## config.mk

```make
export PLATFORM = sky130hd
export DESIGN_NAME = dma_fifobram_loader
export DESIGN_NICKNAME = d
export VERILOG_FILES = /design/src/rtl/dma_fifobram_loader_pkg.sv /design/src/rtl/dma_fifobram_loader.sv
export SDC_FILE = /design/constraint.sdc
export NUM_CORES = 2
export LEC_CHECK = 0
export BUFFER_PORTS_ARGS = -buffer_cell sky130_fd_sc_hd__buf_2
export CAP_MARGIN = 20
export CORE_AREA = 8 8 441 443
export CTS_CLUSTER_SIZE = 24
export DETAILED_ROUTE_END_ITERATION = 10
export DIE_AREA = 0 0 449 451
export GPL_TIMING_DRIVEN = 0
export PLACE_DENSITY = 0.4
export SLEW_MARGIN = 20
export SYNTH_ARGS = -nofsm -noshare
export SYNTH_HDL_FRONTEND = slang
export SYNTH_SLANG_ARGS = --single-unit
```

## constraint.sdc

```tcl
create_clock -name clk -period 17.1 [get_ports clk]
set_input_delay 1.71 -clock clk [delete_from_list [all_inputs] [get_ports clk]]
set_output_delay 1.71 -clock clk [all_outputs]
set_load 0.02 [all_outputs]
```

## src/rtl/dma_fifobram_loader_pkg.sv

```systemverilog
// Shared types and burst-selection helpers for the DMA-to-FIFO/BRAM loader.
package dma_fifobram_loader_pkg;

    localparam int CLADDR_W = 42;
    localparam int CNT_W    = 14;
    localparam int CTRL_W   = 8;

    typedef logic [CLADDR_W-1:0] t_claddr;

    typedef enum logic [1:0] {
        IDLE,
        REQUEST,
        DRAIN,
        DONE
    } t_loadstate;

    localparam logic [1:0] RLEN_1 = 2'b00;
    localparam logic [1:0] RLEN_2 = 2'b01;
    localparam logic [1:0] RLEN_4 = 2'b11;

    // Largest naturally aligned burst that still fits in the remaining line count.
    function automatic logic [1:0] burst_sel(input logic [CNT_W-1:0] rem,
                                             input logic [1:0]       addr_lo);
        if (rem >= CNT_W'(4) && addr_lo == 2'b00) return RLEN_4;
        if (rem >= CNT_W'(2) && !addr_lo[0]) return RLEN_2;
        return RLEN_1;
    endfunction

    function automatic logic [2:0] burst_count(input logic [1:0] rlen);
        case (rlen)
            RLEN_4:  return 3'd4;
            RLEN_2:  return 3'd2;
            default: return 3'd1;
        endcase
    endfunction

endpackage

```

## src/rtl/dma_fifobram_loader.sv

```systemverilog
// Read-side loader: issues 1/2/4-line DMA read bursts and writes the in-order
// response lines into a FIFO/BRAM write port at consecutive, wrapping addresses.
import dma_fifobram_loader_pkg::*;

module dma_fifobram_loader #(
    parameter int LOG2_DEPTH      = 9,
    parameter int MAX_OUTSTANDING = 64,
    parameter int DATA_W          = 512
) (
    input  logic                  clk,
    input  logic                  reset,
    input  logic                  start_i,
    input  logic [CLADDR_W-1:0]   start_addr_i,
    input  logic [CNT_W-1:0]      props_length_i,
    input  logic [LOG2_DEPTH-1:0] props_offset_i,
    input  logic                  props_write_fifo_i,
    input  logic                  props_write_bram_i,
    input  logic                  props_keep_count_i,
    output logic                  busy_o,
    output logic                  done_o,
    output logic                  dma_re_o,
    output logic [CLADDR_W-1:0]   dma_raddr_o,
    output logic [1:0]            dma_rlength_o,
    output logic [CTRL_W-1:0]     dma_control_o,
    input  logic                  dma_rvalid_i,
    input  logic [DATA_W-1:0]     dma_rdata_i,
    input  logic                  dma_ralmostfull_i,
    output logic                  buf_we_o,
    output logic [LOG2_DEPTH-1:0] buf_waddr_o,
    output logic [DATA_W-1:0]     buf_wdata_o,
    output logic [1:0]            buf_wfifobram_o,
    input  logic                  buf_almostfull_i
);

    localparam logic [CNT_W:0] MAX_OUT = (CNT_W+1)'(MAX_OUTSTANDING);

    t_loadstate            state_q;
    t_claddr               addr_q;
    logic [CNT_W-1:0]      len_q, issued_q, received_q, outstanding_q;
    logic [1:0]            wfb_q;
    logic [LOG2_DEPTH-1:0] wptr_q;

    logic                  re_q, we_q, busy_q, done_q;
    t_claddr               raddr_q;
    logic [1:0]            rlen_q;
    logic [LOG2_DEPTH-1:0] waddr_q;
    logic [DATA_W-1:0]     wdata_q;

    logic [CNT_W-1:0]      rem, burst_lines;
    t_claddr               cur_addr;
    logic [1:0]            burst_len;
    logic                  issue, accept;
    logic [CNT_W-1:0]      issued_d, received_d, outstanding_d;

    always_comb begin
        rem         = len_q - issued_q;
        cur_addr    = addr_q + CLADDR_W'(issued_q);
        burst_len   = burst_sel(rem, cur_addr[1:0]);
        burst_lines = CNT_W'(burst_count(burst_len));
        // Buffer backpressure only matters when the destination is the FIFO.
        issue = (state_q == REQUEST) && (rem != '0) && !dma_ralmostfull_i
             && (!buf_almostfull_i || !wfb_q[1])
             && (({1'b0, outstanding_q} + {1'b0, burst_lines}) <= MAX_OUT);
        accept = dma_rvalid_i && (state_q == REQUEST || state_q == DRAIN);
        issued_d      = issue  ? issued_q + burst_lines : issued_q;
        received_d    = accept ? received_q + CNT_W'(1) : received_q;
        outstanding_d = outstanding_q + (issue ? burst_lines : '0)
                      - (accept ? CNT_W'(1) : '0);
    end

    always_ff @(posedge clk) begin
        if (reset) begin
            state_q       <= IDLE;
            addr_q        <= '0;
            len_q         <= '0;
            issued_q      <= '0;
            received_q    <= '0;
            outstanding_q <= '0;
            wfb_q         <= '0;
            wptr_q        <= '0;
            re_q          <= 1'b0;
            raddr_q       <= '0;
            rlen_q        <= '0;
            we_q          <= 1'b0;
            waddr_q       <= '0;
            wdata_q       <= '0;
            busy_q        <= 1'b0;
            done_q        <= 1'b0;
        end else begin
            re_q <= issue;
            if (issue) begin
                raddr_q <= cur_addr;
                rlen_q  <= burst_len;
            end
            we_q <= accept;
            if (accept) begin
                waddr_q <= wptr_q;
                wdata_q <= dma_rdata_i;
                wptr_q  <= wptr_q + LOG2_DEPTH'(1);
            end
            done_q <= 1'b0;
            case (state_q)
                IDLE: begin
                    if (start_i) begin
                        state_q       <= REQUEST;
                        busy_q        <= 1'b1;
                        addr_q        <= start_addr_i;
                        len_q         <= props_length_i;
                        wfb_q         <= {props_write_fifo_i, props_write_bram_i};
                        issued_q      <= '0;
                        received_q    <= '0;
                        outstanding_q <= '0;
                        if (!props_keep_count_i) wptr_q <= props_offset_i;
                    end
                end
                REQUEST: begin
                    issued_q      <= issued_d;
                    received_q    <= received_d;
                    outstanding_q <= outstanding_d;
                    if (len_q == '0) begin
                        state_q <= DONE;
                        done_q  <= 1'b1;
                    end else if (issued_d == len_q) begin
                        state_q <= DRAIN;
                    end
                end
                DRAIN: begin
                    received_q    <= received_d;
                    outstanding_q <= outstanding_d;
                    // The final line's write and the done pulse land in the same cycle.
                    if (received_d == len_q) begin
                        state_q <= DONE;
                        done_q  <= 1'b1;
                    end
                end
                DONE: begin
                    state_q <= IDLE;
                    busy_q  <= 1'b0;
                end
                default: state_q <= IDLE;
            endcase
        end
    end

    assign busy_o          = busy_q;
    assign done_o          = done_q;
    assign dma_re_o        = re_q;
    assign dma_raddr_o     = raddr_q;
    assign dma_rlength_o   = rlen_q;
    assign dma_control_o   = '0;
    assign buf_we_o        = we_q;
    assign buf_waddr_o     = waddr_q;
    assign buf_wdata_o     = wdata_q;
    assign buf_wfifobram_o = wfb_q;

endmodule

```

# Word-level counts from Yosys, hierarchy flattened
# Cells that the tools add are included.
dict set report word_totals {
  register_bits 680
  input_bits 586
  output_inout_bits 579
}
dict set report op_classes {
  n_addsub 8
  order_cmp 3
  n_eq_ne 10
  muxes 30
  n_reduce_logical 26
}
# operator count
set ops {}
lappend ops {{case mux 14 bit (2 select lines)} 3}
lappend ops {{adder 42 x 14 -> 42 bit} 1}
lappend ops {{2-to-1 mux 14 bit} 3}
lappend ops {{2-to-1 mux 9 bit} 4}
lappend ops {{adder 14 x 3 -> 14 bit} 2}
lappend ops {{equality test 14 bit} 2}
lappend ops {{2-to-1 mux 2 bit} 8}
lappend ops {{adder 14 x 3 -> 15 bit} 1}
lappend ops {{less-or-equal comparator 15 x 7 -> 1 bit, second input constant} 1}
lappend ops {{adder 14 x 1 -> 14 bit, second input constant} 1}
lappend ops {{>= comparator 14 x 2 -> 1 bit, second input constant} 1}
lappend ops {{>= comparator 14 x 3 -> 1 bit, second input constant} 1}
lappend ops {{zero test 14 bit} 1}
lappend ops {{nonzero test 14 bit} 1}
lappend ops {{subtractor 14 x 1 -> 14 bit} 1}
lappend ops {{subtractor 14 bit} 1}
lappend ops {{adder 9 x 1 -> 9 bit, second input constant} 1}
lappend ops {{case mux 2 bit (4 select lines)} 1}
lappend ops {{AND reduction 2 bit} 4}
lappend ops {{logical AND 1 bit} 7}
lappend ops {{2-to-1 mux 1 bit} 7}
lappend ops {{equality test 2 bit, second input constant} 3}
lappend ops {{case mux 3 bit (2 select lines)} 1}
lappend ops {{nonzero test 2 bit} 3}
lappend ops {{other kinds (11)} 18}

# Logic depth before layout (Yosys ltp)
dict set report depth {
  depth_word 17
  mapped_depth 38
}

# Least setup slack after synthesis
# Ideal clock, no wire load.
dict set report synth_timing {
  path_kind {register -> register}
  from {reg len_q[1]}
  to {reg outstanding_q[13]}
  arrival_ns 7.676
  required_time_ns 16.972
  path_slack_ns 9.297
  stages_incl_launch_ff 37
  cell_sequence {dfxtp_1 -> clkbuf_1 -> inv_1 -> fa_1 -> nor2b_1 -> o2111ai_1 -> a31o_1 -> xnor2_1 -> nor4b_2 -> nor4b_4 -> a21o_1 -> a21oi_1 -> ha_1 -> a211oi_2 -> nor4b_1 -> xnor2_1 -> nand2_1 -> or4_1 -> clkbuf_1 -> nor2_1 -> clkbuf_1 -> nand2_1 -> ha_1 -> inv_1 -> ha_1 -> a21o_1 -> a21oi_1 -> o21bai_1 -> a21oi_1 -> nor2b_1 -> o21a_1 -> o31a_1 -> o41ai_1 -> o21ai_0 -> xnor2_1 -> a22oi_1 -> nor2_1}
}
dict set report synth_via {
  elab_chain_len 16
  word_cells_on_any_way 25
  classes_between {4 x add/sub; 3 x order compare; 2 x eq/ne; 9 x mux; 7 x reduce/logical}
}
# element line_no
set synth_rtl {}
lappend synth_rtl {{from (decl)} dma_fifobram_loader.sv:39} ;# logic [CNT_W-1:0] len_q, issued_q, received_q, outstanding_q;
lappend synth_rtl {{from (signal assigned)} dma_fifobram_loader.sv:108} ;# len_q <= props_length_i;
lappend synth_rtl {{subtractor 14 bit (*)} dma_fifobram_loader.sv:56} ;# rem = len_q - issued_q;
lappend synth_rtl {{>= comparator 14 x 2 -> 1 bit} dma_fifobram_loader_pkg.sv:25} ;# if (rem >= CNT_W'(2) && !addr_lo[0]) return RLEN_2;
lappend synth_rtl {{logical AND 1 bit} dma_fifobram_loader_pkg.sv:25}
lappend synth_rtl {{2-to-1 mux 1 bit (2 in a row)} dma_fifobram_loader_pkg.sv:25}
lappend synth_rtl {{2-to-1 mux 2 bit} dma_fifobram_loader_pkg.sv:26} ;# return RLEN_1;
lappend synth_rtl {{2-to-1 mux 2 bit} dma_fifobram_loader_pkg.sv:25}
lappend synth_rtl {{equality test 2 x 1 -> 1 bit / equality test 2 bit (equally long branches)} dma_fifobram_loader_pkg.sv:30} ;# case (rlen)
lappend synth_rtl {{case mux 3 bit (2 select lines)} dma_fifobram_loader_pkg.sv:30}
lappend synth_rtl {{adder 14 x 3 -> 15 bit} dma_fifobram_loader.sv:63} ;# && (({1'b0, outstanding_q} + {1'b0, burst_lines}) <= MAX_OUT);
lappend synth_rtl {{less-or-equal comparator 15 x 7 -> 1 bit} dma_fifobram_loader.sv:63}
lappend synth_rtl {{logical AND 1 bit} dma_fifobram_loader.sv:63}
lappend synth_rtl {{2-to-1 mux 3 bit (*)} dma_fifobram_loader.sv:67} ;# outstanding_d = outstanding_q + (issue ? burst_lines : '0)
lappend synth_rtl {{adder 14 x 3 -> 14 bit (*)} dma_fifobram_loader.sv:67}
lappend synth_rtl {{subtractor 14 x 1 -> 14 bit (*)} dma_fifobram_loader.sv:68} ;# - (accept ? CNT_W'(1) : '0);
lappend synth_rtl {{case mux 14 bit (2 select lines) (*)} dma_fifobram_loader.sv:102} ;# case (state_q)
lappend synth_rtl {{to (signal assigned)} dma_fifobram_loader.sv:119} ;# outstanding_q <= outstanding_d;
lappend synth_rtl {{to (signal assigned)} dma_fifobram_loader.sv:129} ;# outstanding_q <= outstanding_d;
lappend synth_rtl {{to (decl)} dma_fifobram_loader.sv:39}
# Every way passes the cells marked *; elsewhere a longest branch is shown, timed or not. The select of a mux whose other input is x is not followed.
# A chain may end at the register's enable or synchronous reset.

# Worst setup path after layout
dict set report layout_timing {
  from {reg issued_q[4]}
  to {reg outstanding_q[13]}
}
dict set report layout_via {
  elab_chain_len 16
  word_cells_on_any_way 25
  classes_between {4 x add/sub; 3 x order compare; 2 x eq/ne; 9 x mux; 7 x reduce/logical}
}
# element line_no
set layout_rtl {}
lappend layout_rtl {{from (decl)} dma_fifobram_loader.sv:39}
lappend layout_rtl {{from (signal assigned)} dma_fifobram_loader.sv:117} ;# issued_q <= issued_d;
lappend layout_rtl {{subtractor 14 bit (*)} dma_fifobram_loader.sv:56}
lappend layout_rtl {{>= comparator 14 x 2 -> 1 bit} dma_fifobram_loader_pkg.sv:25}
lappend layout_rtl {{logical AND 1 bit} dma_fifobram_loader_pkg.sv:25}
lappend layout_rtl {{2-to-1 mux 1 bit (2 in a row)} dma_fifobram_loader_pkg.sv:25}
lappend layout_rtl {{2-to-1 mux 2 bit} dma_fifobram_loader_pkg.sv:26}
lappend layout_rtl {{2-to-1 mux 2 bit} dma_fifobram_loader_pkg.sv:25}
lappend layout_rtl {{equality test 2 x 1 -> 1 bit / equality test 2 bit (equally long branches)} dma_fifobram_loader_pkg.sv:30}
lappend layout_rtl {{case mux 3 bit (2 select lines)} dma_fifobram_loader_pkg.sv:30}
lappend layout_rtl {{adder 14 x 3 -> 15 bit} dma_fifobram_loader.sv:63}
lappend layout_rtl {{less-or-equal comparator 15 x 7 -> 1 bit} dma_fifobram_loader.sv:63}
lappend layout_rtl {{logical AND 1 bit} dma_fifobram_loader.sv:63}
lappend layout_rtl {{2-to-1 mux 3 bit (*)} dma_fifobram_loader.sv:67}
lappend layout_rtl {{adder 14 x 3 -> 14 bit (*)} dma_fifobram_loader.sv:67}
lappend layout_rtl {{subtractor 14 x 1 -> 14 bit (*)} dma_fifobram_loader.sv:68}
lappend layout_rtl {{case mux 14 bit (2 select lines) (*)} dma_fifobram_loader.sv:102}
# Marked as above.

==> qor.txt <==
Clock transition at the registers of the reported paths -> 0.05 ns
Mean Syn Cell Area -> 7.75 um^2
Placer Congestion -> 0.966
Worst r2r dst -> outstanding_q[13]
Unrepaired setup endpoints after global routing -> false
Final HPWL DP -> 181000 um
Iter 0 DRT Violations -> 2621
TNS Setup -> 0 ns
Post-route cell area -> 40300 um^2
Count of cell types in the netlist -> 80
Avg WL per Cell -> 28.4 um
Die H -> 451 um
Area delta synth->final -> 44.6%
DR vias/cell -> 4.18
Max Root-Sink Buffers -> 3
Fin crit period -> 10.59 ns
PostCTS Resize Cnt -> 0
Pin count of the biggest net entering global routing -> 15
H-tree depth -> 3
DRC violations left -> 0
Req. time, crit path -> 17.68 ns
VDD IR max -> 0.0802 mV
PD cells -> 175 nW/um^2
Worst-case hold path end point -> buf_wdata_o[299]
#FFs+latches synth -> 680
Sink Count -> 680
Max-cap violation count -> 0
CP most frequent cell -> clkbuf_1
Tcrit/Tclk final -> 62.0%
Worst r2r src -> issued_q[4]
Total grt overflow -> 0
Hold_sp -> buf_wdata_o[299]
Sequential area share after synthesis -> 48.9%
Place WS -> 6.57 ns
Placed insts -> 7255
Post-Syn Instances -> 3594
Cts bufs inserted -> 93
Max FO, Critical Path -> 10
Worst relative slew slack -> 24.4%
Synth warn -> 0
Finished Layout Cells -> 7485
Max incr delay on CP -> 0.90 ns
Initial DRT Pass Iterations -> 8
Routed Antenna Nets -> 0
Setup slack after layout -> 6.51 ns
Layout cells sized above 1 -> 27.5%
Mapped Area -> 27900 um^2
Number of synthesized flops with an enable pin -> 0
Leakage -> 17.2 nW
Achievable Freq -> 94.4 MHz
Post-CTS setup buffers -> 0
Top FF cell, synth -> dfxtp_1
Routed wire length -> 213000 um
Worst Path Arrival -> 11.17 ns
Clk_lat worst skew -> 0.74 ns
Flop2flop setup slack -> 6.51 ns
First-pass GRT wire length -> 277000 um
Port Buffer Count -> 1155
GRT Overall Usage -> 19.8%
IO Pins -> 1165
CP max stage cell -> nor2_1
Final setup violating endpoints -> 0
Number of global-route vias before repair -> 29781
Area after DPL -> 36900 um^2
FP Rows -> 159
CP Launch Type -> register
Max Slew Vio Count -> 0
Initial Util -> 14.9%
Vias -> 31271
Power Total -> 7.06 mW
CP Class -> reg2reg
Final nets -> 5511
FFs w/ async S/R, synth -> 0%
CORE AREA -> 187000 um^2
Clock root cell -> clkbuf_16
Die area -> 202000 um^2
Final Hold Fails -> 0
Run status -> finished clean
CP bufs+invs -> 6
CTS tree -> yes
Slew @ Worst Pin -> 1.13 ns
Hold depth -> 2
CTS Hold Buffers Added -> 0
Clk_skew -> 0.0551 ns
Crit end category -> register
Chip width -> 449 um
Antenna violations before repair -> 185
Hold WC Path Type -> reg2reg
Worst Reg-to-Reg Cells -> 36
CP top delay family -> compound AO/OA/AOI/OAI gates
logic make-up (layout without fill, tap and decap cells):
family,after synthesis,in the layout,share of synthesized area [%]
AND/OR/NAND/NOR,1530,1530,22.3
AO/OA/AOI/OAI,875,875,17.1
flip-flops,680,680,48.9
buffers and inverters,312,1644,4.42
XOR/XNOR,105,105,3.30
adder cells (fa/ha/maj),70,70,3.28
multiplexers,21,21,0.768
other,1,65,0.0135
cell usage after synthesis (3+ instances only):
cell type / instances / area share [%]
and2_4: 3 / 0.094
a31oi_1: 8 / 0.18
a22oi_1: 16 / 0.43
inv_1: 63 / 0.85
nand4_1: 20 / 0.45
or3_1: 11 / 0.25
dfxtp_1: 680 / 49
nor3_1: 23 / 0.41
clkbuf_1: 224 / 3.0
o22ai_1: 5 / 0.11
and4_1: 6 / 0.19
o21a_1: 7 / 0.19
nand2b_1: 9 / 0.20
buf_2: 3 / 0.054
and3_1: 14 / 0.31
nand3_1: 37 / 0.66
buf_4: 9 / 0.24
buf_6: 3 / 0.12
a32oi_1: 3 / 0.094
o311ai_0: 3 / 0.094
nand2_1: 1224 / 16
a21o_1: 21 / 0.57
buf_1: 8 / 0.11
xor2_1: 43 / 1.4
o211ai_1: 7 / 0.19
nor3b_1: 6 / 0.16
fa_1: 5 / 0.36
a211oi_1: 12 / 0.32
nor4_1: 12 / 0.27
nor2b_1: 10 / 0.22
o21bai_1: 7 / 0.19
and2_1: 8 / 0.18
mux2i_1: 18 / 0.65
o2111ai_1: 4 / 0.13
o21ai_1: 4 / 0.072
o21ai_0: 65 / 1.2
a311oi_1: 5 / 0.16
a21oi_1: 681 / 12
a211oi_2: 3 / 0.13
nor2_1: 127 / 1.7
ha_1: 65 / 2.9
xnor2_1: 62 / 1.9
per-stage QoR:
| step | hold slack, ns | util [%] |
|---|---|---|
| 2_1_floorplan | 0.441 | - |
| 4_1_cts | 0.452 | 21.5 |
| 6_report | 0.447 | 21.6 |
| 3_3_place_gp | 0.438 | 19.7 |
| 5_1_grt | 0.465 | 21.5 |
| 3_5_place_dp | 0.443 | 19.7 |
power by group:
group	internal [mW]	switching, mW	leakage (nW)
clock network	1.25	0.863	1.60
registers	1.92	0.227	5.53
logic	0.787	2.01	10.0
total	3.96	3.10	17.2
final cells by class:
cell class	count	area, um^2
fillers	21393	147000
plain buffers	247	1000
inverters	65	244
repair buffers	1159	5850
multi-input cells	2609	13000
clock buffers	142	2820
clock inverters	31	468
well taps	2495	3120
diodes	57	143
flip-flops and latches	680	13600
cell usage in the layout (no fill, tap or decap), types with 11 or more instances in the layout:
cell type  instances
nand2_1         1224
buf_2           1161
a21oi_1          681
dfxtp_1          680
clkbuf_1         236
nor2_1           127
clkbuf_16         94
o21ai_0           65
ha_1              65
inv_1             63
xnor2_1           62
diode_2           57
xor2_1            43
nand3_1           37
clkbuf_8          29
nor3_1            23
a21o_1            21
nand4_1           20
mux2i_1           18
a22oi_1           16
and3_1            14
a211oi_1          12
nor4_1            12
or3_1             11
worst max path at each step:
stage / start / endpoint / slack [ns] / cells after the start
6_report: issued_q[4] / outstanding_q[13] / 6.51 / 36
5_1_grt: issued_q[4] / outstanding_q[13] / 5.63 / 36
4_1_cts: issued_q[4] / outstanding_q[13] / 6.44 / 36
3_5_place_dp: issued_q[4] / outstanding_q[13] / 6.57 / 36
3_3_place_gp: issued_q[4] / outstanding_q[13] / 6.56 / 37
2_1_floorplan: len_q[1] / outstanding_q[13] / 9.30 / 36
layer usage:
layer  up-vias  global-route usage (%)  wire length, um
li1      14507                       -                -
met1     15074                    22.4            80900
met2      1251                    36.2           109000
met3       387                    5.66            15700
met4        52                    5.59             7090
met5         -                       0              339
tightest hold or removal path: stages, from the launching register on:
cell and delay, ns:
dfxtp_1 0.30, nand2_1 0.05, a21oi_1 0.05
registers in the layout, summed over array words and instances (netlist names):
name,count
dma_rlength_o,2
addr_q,42
state_q,2
buf_wfifobram_o,2
done_o,1
buf_waddr_o,9
issued_q,14
buf_we_o,1
received_q,14
outstanding_q,14
dma_raddr_o,42
wptr_q,9
busy_o,1
dma_re_o,1
len_q,14
buf_wdata_o,512
Note: power is estimated with default switching activity, not from simulation.
